==> src/rtl/tdm_pkg.sv <==
// Shared definitions for the 2:1 bit-interleaved TDM demultiplexer.
package tdm_pkg;

    localparam logic IDLE = 1'b0;
    localparam logic RECV = 1'b1;

    localparam int W_DEF = 4;

    function automatic int cnt_width(input int w);
        return $clog2(2 * w);
    endfunction

    localparam int CNT_W = cnt_width(W_DEF);

    typedef enum logic {
        ST_IDLE = IDLE,
        ST_RECV = RECV
    } state_e;

endpackage

==> src/rtl/demux_shift.sv <==
// W-bit MSB-first shift register with enable and async active-low clear.
module demux_shift #(
    parameter int W = 4
) (
    input  logic         clk_i,
    input  logic         rst_ni,
    input  logic         en_i,
    input  logic         d_i,
    output logic [W-1:0] q_o
);

    logic [W-1:0] sh_q;
    logic [W-1:0] sh_d;

    always_comb begin
        sh_d = sh_q;
        if (en_i) begin
            sh_d = {sh_q[W-2:0], d_i};
        end
    end

    always_ff @(posedge clk_i or negedge rst_ni) begin
        if (!rst_ni) begin
            sh_q <= '0;
        end else begin
            sh_q <= sh_d;
        end
    end

    assign q_o = sh_q;

endmodule

==> src/rtl/tdm_demux.sv <==
// Receiver for a 2:1 bit-interleaved serial link: frame sync, channel
// steering, per-channel deserialization and registered word outputs.
import tdm_pkg::*;

module tdm_demux #(
    parameter int W = W_DEF
) (
    input  logic         Clock,
    input  logic         Resetn,
    input  logic         en,
    input  logic         sync,
    input  logic         din,
    output logic [W-1:0] qa,
    output logic [W-1:0] qb,
    output logic         valid,
    output logic         err,
    output logic         busy,
    output logic         chan
);

    localparam int CW = cnt_width(W);
    localparam logic [CW-1:0] LAST = CW'(2 * W - 1);
    localparam logic [CW-1:0] ONE  = CW'(1);

    state_e        state_q, state_d;
    logic [CW-1:0] cnt_q, cnt_d;
    logic [W-1:0]  qa_q, qa_d;
    logic [W-1:0]  qb_q, qb_d;
    logic          valid_q, valid_d;
    logic          err_q, err_d;

    logic          sel;
    logic          sh_a_en;
    logic          sh_b_en;
    logic [W-1:0]  sh_a;
    logic [W-1:0]  sh_b;

    assign sel = cnt_q[0];
    // A sync bit is always A[W-1], even when an abort lands on a B slot.
    assign sh_a_en = en & (~sel | sync);
    assign sh_b_en = en & sel & ~sync;

    demux_shift #(.W(W)) u_sh_a (
        .clk_i  (Clock),
        .rst_ni (Resetn),
        .en_i   (sh_a_en),
        .d_i    (din),
        .q_o    (sh_a)
    );

    demux_shift #(.W(W)) u_sh_b (
        .clk_i  (Clock),
        .rst_ni (Resetn),
        .en_i   (sh_b_en),
        .d_i    (din),
        .q_o    (sh_b)
    );

    always_comb begin
        state_d = state_q;
        cnt_d   = cnt_q;
        qa_d    = qa_q;
        qb_d    = qb_q;
        valid_d = 1'b0;
        err_d   = 1'b0;
        unique case (state_q)
            ST_IDLE: begin
                if (en && sync) begin
                    state_d = ST_RECV;
                    cnt_d   = ONE;
                end
            end
            ST_RECV: begin
                if (en) begin
                    if (sync) begin
                        err_d = 1'b1;
                        cnt_d = ONE;
                    end else if (cnt_q == LAST) begin
                        qa_d    = sh_a;
                        qb_d    = {sh_b[W-2:0], din};
                        valid_d = 1'b1;
                        state_d = ST_IDLE;
                        cnt_d   = '0;
                    end else begin
                        cnt_d = cnt_q + ONE;
                    end
                end
            end
            default: begin
                state_d = ST_IDLE;
                cnt_d   = '0;
            end
        endcase
    end

    always_ff @(posedge Clock or negedge Resetn) begin
        if (!Resetn) begin
            state_q <= ST_IDLE;
            cnt_q   <= '0;
            qa_q    <= '0;
            qb_q    <= '0;
            valid_q <= 1'b0;
            err_q   <= 1'b0;
        end else begin
            state_q <= state_d;
            cnt_q   <= cnt_d;
            qa_q    <= qa_d;
            qb_q    <= qb_d;
            valid_q <= valid_d;
            err_q   <= err_d;
        end
    end

    assign qa    = qa_q;
    assign qb    = qb_q;
    assign valid = valid_q;
    assign err   = err_q;
    assign busy  = (state_q == ST_RECV);
    assign chan  = cnt_q[0];

endmodule

==> config.mk <==
export PLATFORM = sky130hd
export DESIGN_NAME = tdm_demux
export DESIGN_NICKNAME = d
export VERILOG_FILES = /design/src/rtl/tdm_pkg.sv /design/src/rtl/demux_shift.sv /design/src/rtl/tdm_demux.sv
export SDC_FILE = /design/constraint.sdc
export NUM_CORES = 1
export LEC_CHECK = 0
export BUFFER_PORTS_ARGS = -buffer_cell sky130_fd_sc_hd__buf_2
export CAP_MARGIN = 15
export CORE_MARGIN = 5
export CORE_UTILIZATION = 40
export DETAILED_ROUTE_END_ITERATION = 12
export PLACE_DENSITY_LB_ADDON = 0.05
export SLEW_MARGIN = 10
export SYNTH_ARGS = -nofsm -noshare
export SYNTH_HDL_FRONTEND = slang
export SYNTH_SLANG_ARGS = --single-unit
==> constraint.sdc <==
create_clock -name Clock -period 1.8 [get_ports Clock]
set_input_delay 0.18 -clock Clock [delete_from_list [all_inputs] [get_ports Clock]]
set_output_delay 0.18 -clock Clock [all_outputs]
set_load 0.05 [all_outputs]
### Word level (Yosys, flattened, before mapping)

Cells that the tools add are included.

* register bits: 21
* bits of input ports: 5
* output and inout bits: 12
* word-level logic and storage cells: 39

* $add $sub $neg: 1
* equal/unequal tests: 3
* mux-type cells: 17
* bitwise operators: 7
* reductions and logical operators: 3

Operator list (count)
* two-way mux 3 bit: 4
* two-way mux 1 bit: 11
* case mux 3 bit (2 select lines): 1
* != test 2 bit (second input constant): 2
* AND reduction 4 bit: 1
* adder 3 x 1 -> 3 bit (second input constant): 1
* bitwise AND 1 bit: 3
* equality test 3 bit (second input constant): 1
* inverter 1 bit: 3
* case mux 1 bit (2 select lines): 1
* AND reduction 2 bit: 1
* logical AND 1 bit: 1
* OR 1 bit: 1

### Depth between registers and ports, before layout

Gate-level depths: netlist (run 1).

* depth after elaboration: 5
* gate-level depth with buffers: 5
* mapped depth without buffers: 5

### By module

A second synthesis (run 1) with hierarchy kept.

* cells, all modules: 59
* area, all modules: 900.9 um^2

Modules (own cells, without submodules)
* tdm_demux: instances 1, cells an instance 43, area an instance 610.6 um^2, sequential area each 350.3 um^2
* demux_shift: instances 2, cells an instance 8, area an instance 145.1 um^2, sequential area each 100.1 um^2

### Least setup slack after synthesis (run 1)

OpenSTA, ideal clock, no wires.

* path type: register -> register
* start point: reg cnt_q[0]
* end point: reg qa_q[0], in the netlist qa[0]
* library setup time: 0.125 ns
* data arrival time: 1.637 ns
* required time: 1.675 ns
* slack: 0.038 ns
* stages on the path, launching flop included: 5
* buffers on the path: 0
* period minus slack after synthesis: 1.762 ns
* cell sequence: dfrtp_1 > ha_1 > ha_1 > nand4b_2 > mux2_2

* cells in the longest elaborated chain, start to end: 2

RTL lines
* start: declaration: RTL line tdm_demux.sv:26 `logic [CW-1:0] cnt_q, cnt_d;`
* start signal: assignment: RTL line tdm_demux.sv:106 `cnt_q <= cnt_d;`
* equality test 3 bit: RTL line tdm_demux.sv:78 `end else if (cnt_q == LAST) begin`
* AND reduction 4 bit (no source line)
* end signal: assignment: RTL line tdm_demux.sv:107 `qa_q <= qa_d;`
* end: declaration: RTL line tdm_demux.sv:27 `logic [W-1:0] qa_q, qa_d;`

No other way between the ends.
A chain may end at the register's enable or synchronous reset.

### Final worst setup path (run 1)

* start point: reg cnt_q[0]
* end point: reg qb_q[3], in the netlist qb[3]

* cells in the longest elaborated chain, start to end: 2

RTL lines
* equality test 3 bit: RTL line tdm_demux.sv:78
* AND reduction 4 bit (no source line)
* end signal: assignment: RTL line tdm_demux.sv:108 `qb_q <= qb_d;`
* end: declaration: RTL line tdm_demux.sv:28 `logic [W-1:0] qb_q, qb_d;`

No other way between the ends.

==> flow_metrics.env, run 1 <==
export IMPL_report_final_hold_viol_count=0
export IMPL_ant_nets=0
export IMPL_start_util_pct=40.65
export IMPL_wire_per_inst_um=12.81
export IMPL_routed_wl_mm=1.383
export IMPL_antenna_cells=0
export IMPL_core_area_mm2=0.002148
export IMPL_grt_pass1_vias=514
export IMPL_firstDrtPassIters=2
export IMPL_die_area_mm2=0.003218
export IMPL_synth_common_cells="21 x dfrtp_1, 12 x mux2_2, 4 x nand2_1"
export IMPL_fp_dieH_um=56.73
export IMPL_slowest_delay_ns=0.44
export IMPL_via_per_inst=4.889
export IMPL_synth_seq_cells=21
export IMPL_min_path_type="in2reg"
export IMPL_worstSetupStartpointType="flip-flop"
export IMPL_synth_cell_types=21
export IMPL_arrival_ns=1.79
export IMPL_cp_slowest_cell="dfrtp_1"
export IMPL_status="complete, no violations"
export IMPL_max_cap_viol_count=0
export IMPL_fin_setup_tns_ns=0
export IMPL_netlist_area_leader_share_pct=60.17
export IMPL_netlist_area_um2=873.3
export IMPL_clk_path_buf_depth=2
export IMPL_ir_drop_uv=580.6
export IMPL_overflow=0
export IMPL_critPathRequiredTime_ns=1.99
export IMPL_crit_chain="ha_1 -> ha_1 -> nand4b_2 -> mux2_2"
export IMPL_setup_violations_final=0
export IMPL_yosys_area_top_type="dfrtp_1"
export IMPL_synth_seq_area_share_pct=60.17
export IMPL_gp_congestion=0.7073
export IMPL_grt_max_degree=22
export IMPL_hold_path_depth=2
export IMPL_num_io_pins=17
export IMPL_clock_latency_ns=0.30
export IMPL_antenna_found_initial=0
export IMPL_synthArstFlopShare_pct=100.0
export IMPL_cts_tree="yes"
export IMPL_cts_buffers=3
export IMPL_htree_num_levels=1
export IMPL_critPathCaptureType="flip-flop"
export IMPL_fin_worst_skew_ns=0.009615
export IMPL_relSlewSlack_pct=69.52
export IMPL_drive_above_1_share_pct=47.50
export IMPL_post_cts_buffers=0
export IMPL_final_nets=88
export IMPL_total_power_mw=1.235
export IMPL_crit_fanout=9
export IMPL_slew_viol_final=0
export IMPL_syn_area_per_cell_um2=14.32
export IMPL_via_count=528
export IMPL_numClockSinks=21
export IMPL_synth_area_leaders="dfrtp_1 60%, mux2_2 15%, mux2_4 5.2%"
export IMPL_finalCritPeriodShare_pct=88.76
export IMPL_grt_setup_unrepaired="false"
export IMPL_dp_cells=103
export IMPL_path_class="reg2reg"
export IMPL_syn_nets=68
export IMPL_synth_most_common_cell="dfrtp_1"
export IMPL_track_usage_pct=9.799
export IMPL_tightest_slew_ns=0.4573
export IMPL_synth_edff_count=0
export IMPL_ys_flop_type="dfrtp_1"
export IMPL_hpwlAfterDp_um=976.8
export IMPL_die_width_um=56.73
export IMPL_clk_pin_slew_ns=0.12
export IMPL_grt_pass1_wl_mm=2.456
export IMPL_rows=17
export IMPL_leakage_nw=0.5383
export IMPL_stdcell_count=108
export IMPL_cts_root_buffer="clkbuf_4"
export IMPL_yosys_warnings=0
export IMPL_layout_min_cycle_time_ns=1.598
export IMPL_synth_cells=61
export IMPL_drt_iter0_drc=9
export IMPL_crit_path_frequent_cell="ha_1"
export IMPL_powerDensity_mw_per_mm2=1223
export IMPL_r2r_cells=4
export IMPL_drc=0
export IMPL_io_buffers=16
export IMPL_synthToLayoutAreaGrowth_pct=15.62
export IMPL_max_freq_mhz=625.9
-- sequential cells by signal, indices dropped and copies added (netlist names) --
| name | count |
|---|---|
| busy | 1 |
| u_sh_b.q_o | 3 |
| u_sh_a.q_o | 4 |
| qb | 4 |
| valid | 1 |
| cnt_q | 3 |
| err | 1 |
| qa | 4 |
-- final cells by class --
class | count | area, um^2
fillers | 209 | 1139
clock buffers | 3 | 22.52
multi-input cells | 35 | 320.3
well taps | 28 | 35.03
inverters | 3 | 11.26
flip-flops and latches | 21 | 525.5
clock inverters | 1 | 5.005
repair buffers | 17 | 90.09
-- routing by layer --
metal,part of all wire [%],global-route usage (%),vias to the layer above
met5,0,0,-
met4,0.94,5.085,0
met3,4.0,2.299,2
met2,44,13.04,9
met1,51,14.43,263
li1,-,-,254
-- power breakdown --
part	leakage, nW	internal (mW)	total (mW)	switching [mW]
Combinational	0.254	0.144	0.369	0.226
Clock	0.0177	0.0826	0.221	0.138
Sequential	0.267	0.579	0.645	0.0659
Total	0.538	0.805	1.23	0.429
-- layout by cell type (no fill, tap or decap) --
cell type,count
or4b_1,1
o2bb2ai_1,1
clkinv_2,1
a22o_1,1
nand4b_2,1
or3_4,1
buf_2,16
a21oi_1,1
dfrtp_1,21
dlygate4sd3_1,1
inv_2,1
o21ai_1,1
o21ai_0,2
nor2b_1,1
ha_1,2
a31oi_1,1
mux2_2,12
inv_1,2
and3_1,1
nand2_1,4
mux2_4,3
nor2_1,2
clkbuf_4,3
-- critical path, delay by kind of cell (launching register included) --
kind / cells / cell delay (ns)
adder cells (fa/ha/maj): 2 / 0.45
flip-flops: 1 / 0.44
multiplexers: 1 / 0.36
AND/OR/NAND/NOR: 1 / 0.25
-- cell families after synthesis --
| logic type | share of synthesized area [%] |
|---|---|
| AO/OA/AOI/OAI | 5.014 |
| adder cells (fa/ha/maj) | 2.865 |
| buffers and inverters | 3.151 |
| flip-flops | 60.17 |
| multiplexers | 20.63 |
| AND/OR/NAND/NOR | 8.166 |
-- what timing repair did --
| item | CTS | global route |
|---|---|---|
| hold buffers | 1 | 0 |
| endpoints found under the setup margin | 0 | 0 |
| endpoints found under the hold margin | 21 | 0 |
| resized for setup | 0 | 0 |
-- path summary, 6_finish.rpt --
kind	from	to	slack (ns)
worst max-delay path	cnt_q[0]$_DFFE_PN0P_	qb[3]$_DFFE_PN0P_	0.20
worst min-delay path	din	u_sh_b.q_o[0]$_DFFE_PN0P_	0.14
worst max register to register	cnt_q[0]$_DFFE_PN0P_	qb[3]$_DFFE_PN0P_	0.20
worst min register to register	qb[3]$_DFFE_PN0P_	qb[3]$_DFFE_PN0P_	0.51
max in group asynchronous	Resetn	cnt_q[0]$_DFFE_PN0P_	1.13
min in group asynchronous	Resetn	u_sh_b.q_o[0]$_DFFE_PN0P_	0.35
-- stage by stage --
step | setup WS (ns) | util [%] | instance area (um^2) | hold WS, ns
3_5_place_dp | 0.2048 | 45.25 | 972.2 | 0.1656
3_3_place_gp | 0.2421 | 45.25 | 972.2 | 0.1629
6_report | 0.2024 | 47.00 | 1010 | 0.1425
4_1_cts | 0.1888 | 47.00 | 1010 | 0.1379
2_1_floorplan | 0.03809 | - | 873.3 | -0.1156
5_1_grt | 0.08572 | 47.00 | 1010 | 0.1266
(Power assumes the default switching activity.)
==> run 2, diff against run 1 <==
Settings changed: CORE_UTILIZATION 40 to 51.
==> flow_metrics.env, run 2 (synthesis gave the netlist of run 1 again) <==
export IMPL_track_usage_pct=12.59
export IMPL_crit_fanout=9
export IMPL_use_met3_pct=3.499
export IMPL_ir_drop_uv=700.2
export IMPL_min_path_type="in2reg"
export IMPL_path_buf_inv=0
export IMPL_wire_per_inst_um=14.45
export IMPL_core_area_mm2=0.001670
export IMPL_relSlewSlack_pct=68.82
export IMPL_post_cts_buffers=0
export IMPL_hpwlAfterDp_mm=1.007
export IMPL_num_io_pins=17
export IMPL_grt_pass1_wl_mm=2.477
export IMPL_die_width_um=51.38
export IMPL_clock_latency_ns=0.29
export IMPL_critPathCaptureType="flip-flop"
export IMPL_clk_pin_slew_ns=0.11
export IMPL_gp_congestion=0.8430
export IMPL_reg2reg_slack_ns=0.19
export IMPL_report_final_hold_viol_count=0
export IMPL_r2r_cells=4
export IMPL_via_per_inst=5.402
export IMPL_layout_min_cycle_time_ns=1.614
export IMPL_cts_tree="yes"
export IMPL_mostFrequentLayoutCell="dfrtp_1"
export IMPL_fp_dieH_um=51.38
export IMPL_crit_chain="ha_1 -> ha_1 -> nand4b_2 -> mux2_2"
export IMPL_numClockSinks=21
export IMPL_fin_worst_skew_ns=0.002528
export IMPL_antenna_cells=0
export IMPL_min_from="din"
export IMPL_start_util_pct=52.28
export IMPL_via_count=524
export IMPL_cp_slowest_cell="dfrtp_1"
export IMPL_min_to="u_sh_b.q_o[0]$_DFFE_PN0P_"
export IMPL_max_cap_viol_count=0
export IMPL_final_cell_mix="21 x dfrtp_1, 16 x buf_2, 12 x mux2_2, 4 x nand2_1"
export IMPL_globalRoute_busiestLayer="met2"
export IMPL_use_met1_pct=16.67
export IMPL_finalCritPeriodShare_pct=89.67
export IMPL_multi_input_area_um2=320.3
export IMPL_overflow=0
export IMPL_grt_max_degree=22
export IMPL_antenna_found_initial=0
export IMPL_powerDensity_mw_per_mm2=1238
export IMPL_fin_setup_tns_ns=0
export IMPL_final_nets=88
export IMPL_total_power_mw=1.232
export IMPL_die_area_mm2=0.002640
export IMPL_final_util_pct=59.55
export IMPL_grt_util_met2_pct=19.92
export IMPL_drc=0
export IMPL_cts_root_buffer="clkbuf_4"
export IMPL_ant_nets=0
export IMPL_hold_path_depth=2
export IMPL_tightest_slew_ns=0.4677
export IMPL_critPathRequiredTime_ns=1.98
export IMPL_leakage_nw=0.5356
export IMPL_max_freq_mhz=619.6
export IMPL_drt_iter0_drc=11
export IMPL_firstDrtPassIters=4
export IMPL_r2r_start="cnt_q[0]$_DFFE_PN0P_"
export IMPL_layout_setup_ws_ns=0.1860
export IMPL_dp_slack_ns=0.2011
export IMPL_r2r_end="qa[2]$_DFFE_PN0P_"
export IMPL_crit_path_frequent_cell="ha_1"
export IMPL_synthToLayoutAreaGrowth_pct=13.90
export IMPL_final_area_um2=994.7
export IMPL_drive_above_1_share_pct=46.25
export IMPL_routed_wl_mm=1.402
export IMPL_slowest_delay_ns=0.44
export IMPL_fillers=126
export IMPL_status="complete, no violations"
export IMPL_arrival_ns=1.80
export IMPL_slew_viol_final=0
export IMPL_post_cts_resized=0
export IMPL_worstSetupStartpointType="flip-flop"
export IMPL_io_buffers=16
export IMPL_grt_pass1_vias=551
export IMPL_seqCellArea_um2=525.5
export IMPL_rows=15
export IMPL_htree_num_levels=1
export IMPL_placed_cell_area_um2=958.4
export IMPL_clk_path_buf_depth=2
export IMPL_grt_setup_unrepaired="false"
export IMPL_cp_top_family="adder cells"
export IMPL_path_class="reg2reg"
export IMPL_cts_buffers=3
export IMPL_setup_violations_final=0
run 2: repair_timing:
action | in CTS | in global routing
hold endpoints to repair | 21 | 0
hold buffers | 1 | 0
setup endpoints to repair | 0 | 0
run 2: layout make-up:
| cell class | count | share of cell area [%] |
|---|---|---|
| Clock buffer | 4 | 2.642 |
| Inverter | 3 | 1.132 |
| Multi-Input combinational cell | 35 | 32.20 |
| Sequential cell | 21 | 52.83 |
| Tap cell | 17 | 2.138 |
| Timing Repair Buffer | 17 | 9.057 |
run 2: where the power goes:
group | switching, mW | total, mW | internal, mW
combinational | 0.228 | 0.372 | 0.143
sequential | 0.0660 | 0.645 | 0.579
clock | 0.129 | 0.215 | 0.0860
total | 0.423 | 1.23 | 0.808
run 2: worst max path at each step:
stage | startpoint | end | slack (ns) | cells past startpoint
after floorplan | cnt_q[0]$_DFFE_PN0P_ | qa[0]$_DFFE_PN0P_ | 0.04 | 4
after global placement | cnt_q[0]$_DFFE_PN0P_ | qa[1]$_DFFE_PN0P_ | 0.25 | 4
after detailed placement | cnt_q[0]$_DFFE_PN0P_ | qa[2]$_DFFE_PN0P_ | 0.20 | 4
after CTS | cnt_q[0]$_DFFE_PN0P_ | qa[2]$_DFFE_PN0P_ | 0.18 | 4
after global routing | cnt_q[0]$_DFFE_PN0P_ | qa[0]$_DFFE_PN0P_ | 0.13 | 4
final | cnt_q[0]$_DFFE_PN0P_ | qa[2]$_DFFE_PN0P_ | 0.19 | 4
run 2: layer usage:
metal	vias up	wire, um	part of all wire, %
met5	-	0	0
met4	0	0	0
met3	0	50	3.6
met2	11	674	48
met1	259	677	48
li1	254	-	-
run 2: metrics by stage:
step	hold WS [ns]	std cells
2_1_floorplan	-0.1156	61
3_3_place_gp	0.1571	92
3_5_place_dp	0.1572	92
4_1_cts	0.1450	97
5_1_grt	0.1378	97
6_report	0.1565	97
